===== src/rtl/prog_lut.sv =====
// Programmable registered look-up table: a 2^SEL_W-bit truth table loaded serially, then evaluated per select word.
// Define PROG_LUT_PIPE_EN to add an input register stage (evaluation latency 2 instead of 1).
module prog_lut #(
  parameter int SEL_W = 5
) (
  input  logic             clk,
  input  logic             rst,
  input  logic             cfg_start,
  input  logic             cfg_valid,
  input  logic             cfg_bit,
  output logic             cfg_ready,
  output logic             cfg_done,
  output logic             loaded,
  input  logic             in_valid,
  input  logic [SEL_W-1:0] in_x,
  output logic             in_ready,
  output logic             out_valid,
  output logic             out_y,
  output logic             out_err
);

  localparam int DEPTH = 1 << SEL_W;

  typedef enum logic [1:0] {IDLE, LOAD, ARMED} state_t;

  state_t             state, state_nxt;
  logic [DEPTH-1:0]   lut_q;
  logic [SEL_W:0]     count;
  logic               cfg_acc, last_acc, eval_acc;
  logic               ev_valid, ev_loaded;
  logic [SEL_W-1:0]   ev_x;

  // Handshake readies and loaded depend on state only, never on inputs.
  assign cfg_ready = (state == LOAD);
  assign in_ready  = (state != LOAD);
  assign loaded    = (state == ARMED);

  assign cfg_acc  = cfg_valid && cfg_ready;
  assign last_acc = cfg_acc && (count == (SEL_W+1)'(DEPTH - 1));
  assign eval_acc = in_valid && in_ready;

  always_comb begin
    // NOTE: default first so every path assigns state_nxt and no latch is inferred.
    state_nxt = state;
    case (state)
      IDLE, ARMED: if (cfg_start) state_nxt = LOAD;
      LOAD:        if (last_acc)  state_nxt = ARMED;
      default:     state_nxt = IDLE;
    endcase
  end

  // NOTE: sequential state uses non-blocking assignments so all flops update together on the edge.
  always_ff @(posedge clk or posedge rst) begin
    if (rst) state <= IDLE;
    else     state <= state_nxt;
  end

  // NOTE: the table is a flop vector, so it resets to zero and a reset mid-load discards partial contents.
  always_ff @(posedge clk or posedge rst) begin
    if (rst) begin
      lut_q    <= '0;
      count    <= '0;
      cfg_done <= 1'b0;
    end else begin
      cfg_done <= last_acc;
      if (state != LOAD && cfg_start) begin
        count <= '0;
      end else if (cfg_acc) begin
        lut_q[count[SEL_W-1:0]] <= cfg_bit;
        count                   <= count + 1'b1;
      end
    end
  end

`ifdef PROG_LUT_PIPE_EN
  logic             s1_valid, s1_loaded;
  logic [SEL_W-1:0] s1_x;

  // loaded is sampled here; the table itself is read one edge later.
  always_ff @(posedge clk or posedge rst) begin
    if (rst) begin
      s1_valid  <= 1'b0;
      s1_loaded <= 1'b0;
      s1_x      <= '0;
    end else begin
      s1_valid <= eval_acc;
      if (eval_acc) begin
        s1_x      <= in_x;
        s1_loaded <= loaded;
      end
    end
  end

  assign ev_valid  = s1_valid;
  assign ev_x      = s1_x;
  assign ev_loaded = s1_loaded;
`else
  assign ev_valid  = eval_acc;
  assign ev_x      = in_x;
  assign ev_loaded = loaded;
`endif

  always_ff @(posedge clk or posedge rst) begin
    if (rst) begin
      out_valid <= 1'b0;
      out_y     <= 1'b0;
      out_err   <= 1'b0;
    end else begin
      out_valid <= ev_valid;
      if (ev_valid) begin
        out_y   <= ev_loaded & lut_q[ev_x];
        out_err <= ~ev_loaded;
      end
    end
  end

endmodule


===== config.mk =====
export PLATFORM = sky130hd
export DESIGN_NAME = prog_lut
export DESIGN_NICKNAME = d
export VERILOG_FILES = /design/src/rtl/prog_lut.sv
export SDC_FILE = /design/constraint.sdc
export NUM_CORES = 1
export LEC_CHECK = 0
export CORE_ASPECT_RATIO = 0.9
export CORE_MARGIN = 2
export CORE_UTILIZATION = 50
export DETAILED_ROUTE_END_ITERATION = 10
export PLACE_DENSITY = 0.77
export SYNTH_ARGS = -nofsm -noshare
export SYNTH_HDL_FRONTEND = slang
export SYNTH_SLANG_ARGS = --single-unit

===== constraint.sdc =====
create_clock -name clk -period 2.35 [get_ports clk]
set_input_delay 0.47 -clock clk [delete_from_list [all_inputs] [get_ports clk]]
set_output_delay 0.47 -clock clk [all_outputs]
set_load 0.03 [all_outputs]

==> results.yml <==
outcome:
  status: "finished, final reports clean"
synth:
  synth.area.top_cells: "dfrtp_1 49%, mux2_2 17%, mux4_2 5.0%"
  synthMuxAreaShare_pct: 25.1
  synthXorXnorAreaFrac_pct: 1.17
  yosysWarnings: 0
  synth-simple-area-share_pct: 15.4
  synth_area_leader_cell: "dfrtp_1"
  synth-compound-area-share_pct: 3.73
  yosysUniqueCellTypes: 35
  ys_seq_area_share_pct: 48.9
  synth_top_family_by_area: "multiplexers"
  synthArstFlopShare_pct: 100
  synthTopCellsByCount: "44 x dfrtp_1, 34 x mux2_2, 27 x nor2_1"
  synth_top_area_share_pct: 48.9
  ys_ff_latch: 44
  syn_inst: 195
  synth_fa_ha_area_share_pct: 2.22
  synth_edf_count: 0
  syn_area_um2: 2250
  synth.net_count: 210
  ys.flop_type: "dfrtp_1"
  syn_area_per_cell_um2: 11.5
  yosysMostFrequentCell: "dfrtp_1"
critical_path:
  crit_path_max_incr_delay_ps: 710
  path_cells: "nor2b_1 -> clkdlybuf4s50_1"
  crit_required_ps: 1880
  path_buf_inv: 1
  crit_arrival_ps: 1630
  worstSetupStartpointType: "register"
  cp_max_fo: 5
  cp-end-kind: "output pin"
  crit_family: "buffers and inverters"
  cp_slowest_cell: "clkdlybuf4s50_1"
  criticalPathCategory: "reg2out"
global_route:
  grt_pass1_wl_mm: 7.42
  track_usage_pct: 20.2
  grt_max_degree: 33
  overflow: 0
  antenna_found_initial: 0
  grt_pass1_vias: 1478
pwr:
  peakVddDrop_uv: 686
  powerDensity_nw_per_um2: 1020
  leakagePower_uw: 0.00115
floorplan:
  top_level_ports: 18
  die_x_um: 74.7
  die_h_um: 67.6
  rows: 23
  fp.dieArea_um2: 5050
  design.core.area_um2: 4400
  start_util_pct: 51.1
clocking:
  cts_sinks: 44
  cts_resized: 0
  post_cts_buffers: 0
  cts_tree: "done"
  ctsRootBufferMaster: "clkbuf_8"
  h-tree-depth: 2
  cts_buffers: 5
  cts_buffer_depth: 2
  path_clk_slew_ps: 80
  hold_buffers: 0
  clk-insertion-delay-late_ps: 300
drt:
  totalWireLength_mm: 4.46
  ant_nets: 0
  drt_iter0_drc: 102
  first_pass_iters: 4
  routed_via_density: 5.49
  vias: 1522
  drcViolationCount: 0
  post_drt_wl_per_cell_um: 16.1
placement:
  dp_slack_ps: 37.3
  port_buffers: 17
  dp_hpwl_mm: 3.16
  postPlaceCellArea_um2: 2510
  gp_congestion: 0.758
timing:
  rsz0062_at_grt: "no"
  max_slew.worst_pin.slew_ps: 649
  fin_crit_sh_pct: 89.5
  max_freq_mhz: 476
  report.final.slew_viol_count: 0
  holdWs_ps: 483
  fin_crit_ps: 2100
  slew_headroom_pct: 56.5
  layout_setup_ws_ps: 247
  fin_setup_tns_ps: 0
  hold_viol: 0
  skew_ps: 8.04
  setup_violations: 0
cells_and_area:
  fin_nets: 230
  utilization_pct: 58.9
  stdcell_area_um2: 2590
  final_layout_size_suffix_gt1_share_pct: 25.6
  diodes: 0
  area_growth_pct: 15.2
  fill_cells: 387
run:
  maxCapViolCount: 0
hold_path:
  min_path_type: "in2async"
## worst register-to-register path, stage by stage, from the launching register on
cell and delay (ps):
dfrtp_1 450, inv_1 110, ha_1 200, nand2_1 200, nor4_1 350, mux2_2 380
## where the power goes
part           internal [uW]  total [uW]  switching (uW)  leakage, uW
clock network            202         442             240    0.0000410
logic                    483         925             442     0.000536
registers               1030        1280             255     0.000573
## placed cells by master (no fill, tap or decap), types with 4 or more instances in the layout
| cell type | n |
|---|---|
| clkdlybuf4s50_1 | 17 |
| ha_1 | 4 |
| dfrtp_1 | 44 |
| mux2i_1 | 7 |
| buf_4 | 7 |
| nor2_1 | 27 |
| clkbuf_8 | 5 |
| nor3_1 | 6 |
| mux2_2 | 34 |
| nand2_1 | 7 |
| inv_1 | 5 |
| nand3_1 | 7 |
| nand2b_1 | 5 |
| mux4_2 | 5 |
## final timing paths
check / cells past startpoint / to / start / slack, ps
min reg2reg: 1 / out_err / out_err / 490
max reg2reg: 5 / lut_q[2] / count[0] / 540
max in group asynchronous: 3 / out_err / rst / 1350
min: 2 / lut_q[28] / rst / 480
min in group clk: 1 / out_err / out_err / 490
max: 2 / loaded / state[0] / 250
## sequential cells by signal, summed over array words and instances, names as in the netlist
signal     flops
cfg_done       1
out_err        1
lut_q         32
count          6
state          2
out_y          1
out_valid      1
## metal layers
layer  global-route usage [%]  share of wire [%]  up-vias
met4                     3.35               0.69        0
li1                         -                  -      725
met2                     32.7                 49       35
met3                     5.82                3.3        4
met5                        0                  0        -
met1                     27.4                 47      758
## cells by family (layout without fill, tap and decap cells)
group                    count (synthesis)  after routing
AND/OR/NAND/NOR                         70             70
AO/OA/AOI/OAI                           10             10
multiplexers                            46             46
buffers and inverters                   18             38
XOR/XNOR                                 3              3
flip-flops                              44             44
adder cells (fa/ha/maj)                  4              4
## layout make-up
type	count	area (um2)	share of cell area, %
Tap cell	62	77.6	2.99
Inverter	6	22.5	0.869
Sequential cell	44	1100	42.5
Multi-Input combinational cell	133	1070	41.3
Clock inverter	1	5.00	0.193
Timing Repair Buffer	25	243	9.36
Clock buffer	6	72.6	2.80
## stage by stage
step,std cells,total power (uW)
floorplan,195,1930
detailed placement,270,2230
global route,277,2830
global placement,270,2190
CTS,277,2670
finish,277,2650
Note: power is estimated with default switching activity, not from simulation.
==> RTL change, RTL diff (config.mk and constraints unchanged) <==
The parameter `SEL_W` goes from 5 to 6.
--- a/src/rtl/prog_lut.sv
+++ b/src/rtl/prog_lut.sv
@@ -1,7 +1,7 @@
 // Programmable registered look-up table: a 2^SEL_W-bit truth table loaded serially, then evaluated per select word.
 // Define PROG_LUT_PIPE_EN to add an input register stage (evaluation latency 2 instead of 1).
 module prog_lut #(
-  parameter int SEL_W = 5
+  parameter int SEL_W = 6
 ) (
   input  logic             clk,
   input  logic             rst,
Interface: changed (resized in_x); port bits go from 18 to 19. The function was not compared with the original's and may differ.
==> RTL change against the original RTL <==
  * Final area is 75% higher
  * Critical path depth is 1 higher
  * Global-route usage is 1.8 points higher
  * Register-to-register slack worse by 0.08 ns
  * Power is 61% higher
  * Fmax is 6.1% lower
  * Critical endpoint is now in_ready
  * Sequential cell count is 33 higher
  * Worst hold slack better by 0.018 ns
  * Critical path type unchanged
  * Largest cell class unchanged
  * Area after synthesis is 74% higher
  * Worst setup slack worse by 0.14 ns
  * Die area is 70% higher
  * First-iteration DRC count is 33% higher
  * Sequential power is 57% higher
  * Routed wire length is 96% higher
==> RTL change: results (changes against the original RTL) <==
drive_above_1_share_pct: 32.0  # +6.4 points
post_cts_buffers: 0  # unchanged
regMostFlops: "lut_q"
synth_common_cells: "dfrtp_1 (77), mux2_2 (57), nand2_1 (46)"
nFillCells: 615  # +59%
viasPerCell: 5.87  # +6.8%
routed_wl_um: 8740  # +96%
fin_skew_ns: 0.0100  # +0.00201 ns
async_flop_share_pct: 100  # unchanged
worstPathMaxFanout: 9  # +4
antenna_found_initial: 0  # unchanged
grt_pass1_vias: 2769  # +87%
syn_inst: 332  # +70%
status: "complete, no violations"
antenna_cells: 0  # unchanged
grt_first_pass_wirelength_um: 14300  # +92%
drtIter0Drc: 136  # +33%
met1_usage_pct: 30.4  # +3.0 points
r2r_setup_slack_ns: 0.46  # -0.08 ns
dpl.cell_count: 447  # +66%
cts_made_buffers: 9  # +4
routedWlPerCell_um: 18.9  # +17%
clk_pin_slew_worst_paths_ns: 0.08  # about the same
grt_use_met2_pct: 33.5  # +0.78 points
p_leak_nw: 2.02  # +75%
synth.area.top_cells: "dfrtp_1 (49%), mux2_2 (16%), mux4_2 (8.6%)"
top_regs: "lut_q: 64 flops, count: 7 flops, state: 2 flops"
cts-root-buf: "clkbuf_8"
synth_fp_nets: 345  # +64%
yosysWarnings: 0  # unchanged
hpwl_um: 5860  # +86%
synth_cell_types: 44  # +26%
firstDrtPassIters: 4  # unchanged
clock_latency_ns: 0.36  # +0.06 ns
relSlewSlack_pct: 62.7  # +6.3 points
ys_seq_area_share_pct: 49.1  # +0.20 points
io_buffers: 18  # +1
arrival_ns: 1.77  # +0.14 ns
swShare_pct: 31.9  # -3.5 points
ir_drop_v: 0.000505  # -26%
grt_max_degree: 78  # +140%
cts_resized: 0  # unchanged
grt.total_usage_pct: 21.9  # +1.8 points
yosysTopAreaCell: "dfrtp_1"
htreeDepth: 3  # +1
cts.path.max_buffers: 2  # unchanged
fin_nets: 375  # +63%
gr-usage-met3_pct: 5.43  # -0.39 points
hold_class: "flip-flop to flip-flop"
grt_overflow: 0  # unchanged
place.gp.congestion: 0.833  # +9.8%
## RTL change: cell count changes after synthesis, moves of 4 or more
cell      before  now
nand2_1        7   46
dfrtp_1       44   77
mux2_2        34   57
mux4_2         5   15
nor2_1        27   37
mux2_1         0    8
clkbuf_1       8   13
mux2i_1        7    3
nand2b_1       5    1
nor3_1         6    2
## RTL change: cell families (layout without fill, tap and decap cells)
logic type               Yosys count  after routing  share of synthesized area, %
AND/OR/NAND/NOR                  120            120                          14.9
multiplexers                      83             83                          28.0
flip-flops                        77             77                          49.1
buffers and inverters             26             60                          3.06
AO/OA/AOI/OAI                     23             23                          4.05
XOR/XNOR                           2              2                         0.447
adder cells (fa/ha/maj)            1              1                         0.319
## RTL change: path summary, 6_finish.rpt
path | depth (start not counted) | from | to
max | 3 | state[0]$_DFFE_PP0P_ | in_ready
min | 1 | count[6]$_DFFE_PP0P_ | cfg_done$_DFF_PP0_
max reg2reg | 6 | state[1]$_DFFE_PP0P_ | lut_q[31]$_DFFE_PP0P_
min reg2reg | 1 | count[6]$_DFFE_PP0P_ | cfg_done$_DFF_PP0_
max in group asynchronous | 3 | rst | lut_q[55]$_DFFE_PP0P_
min in group asynchronous | 3 | rst | count[2]$_DFFE_PP0P_
## RTL change: through the flow
stage	worst slack [ns]	hold slack, ns	power (mW)	instance area [sq um]
6_report	0.111	0.501	4.28	4540
5_1_grt	0.0435	0.518	4.49	4540
4_1_cts	0.0918	0.507	4.29	4540
3_5_place_dp	-0.147	0.484	3.19	4330
3_3_place_gp	-0.0418	0.470	3.13	4330
2_1_floorplan	0.402	0.446	2.80	3930
## RTL change: power groups by stage
stage,clock [mW],combinational (mW),sequential [mW]
2_1_floorplan,0,0.965,1.83
3_3_place_gp,0,1.12,2.00
3_5_place_dp,0,1.16,2.02
4_1_cts,1.12,1.17,2.00
5_1_grt,1.17,1.27,2.05
6_report,1.10,1.17,2.01
## RTL change: layer usage
metal	wire, um	vias up
met5	0	-
met4	180	0
met3	620	18
met2	4120	79
met1	3820	1380
li1	-	1235
## RTL change: area by class of cell
cell class | count | area share [%]
inverters | 5 | 0.523
well taps | 96 | 2.64
clock inverters | 4 | 1.60
multi-input cells | 229 | 41.3
clock buffers | 11 | 3.11
flip-flops and latches | 77 | 42.4
repair buffers | 40 | 8.43
## RTL change: critical path, stage by stage, from the launching register on
cell and delay (ns):
dfrtp_1 0.42, nand2b_1 0.12, buf_4 0.18, clkdlybuf4s50_1 0.68
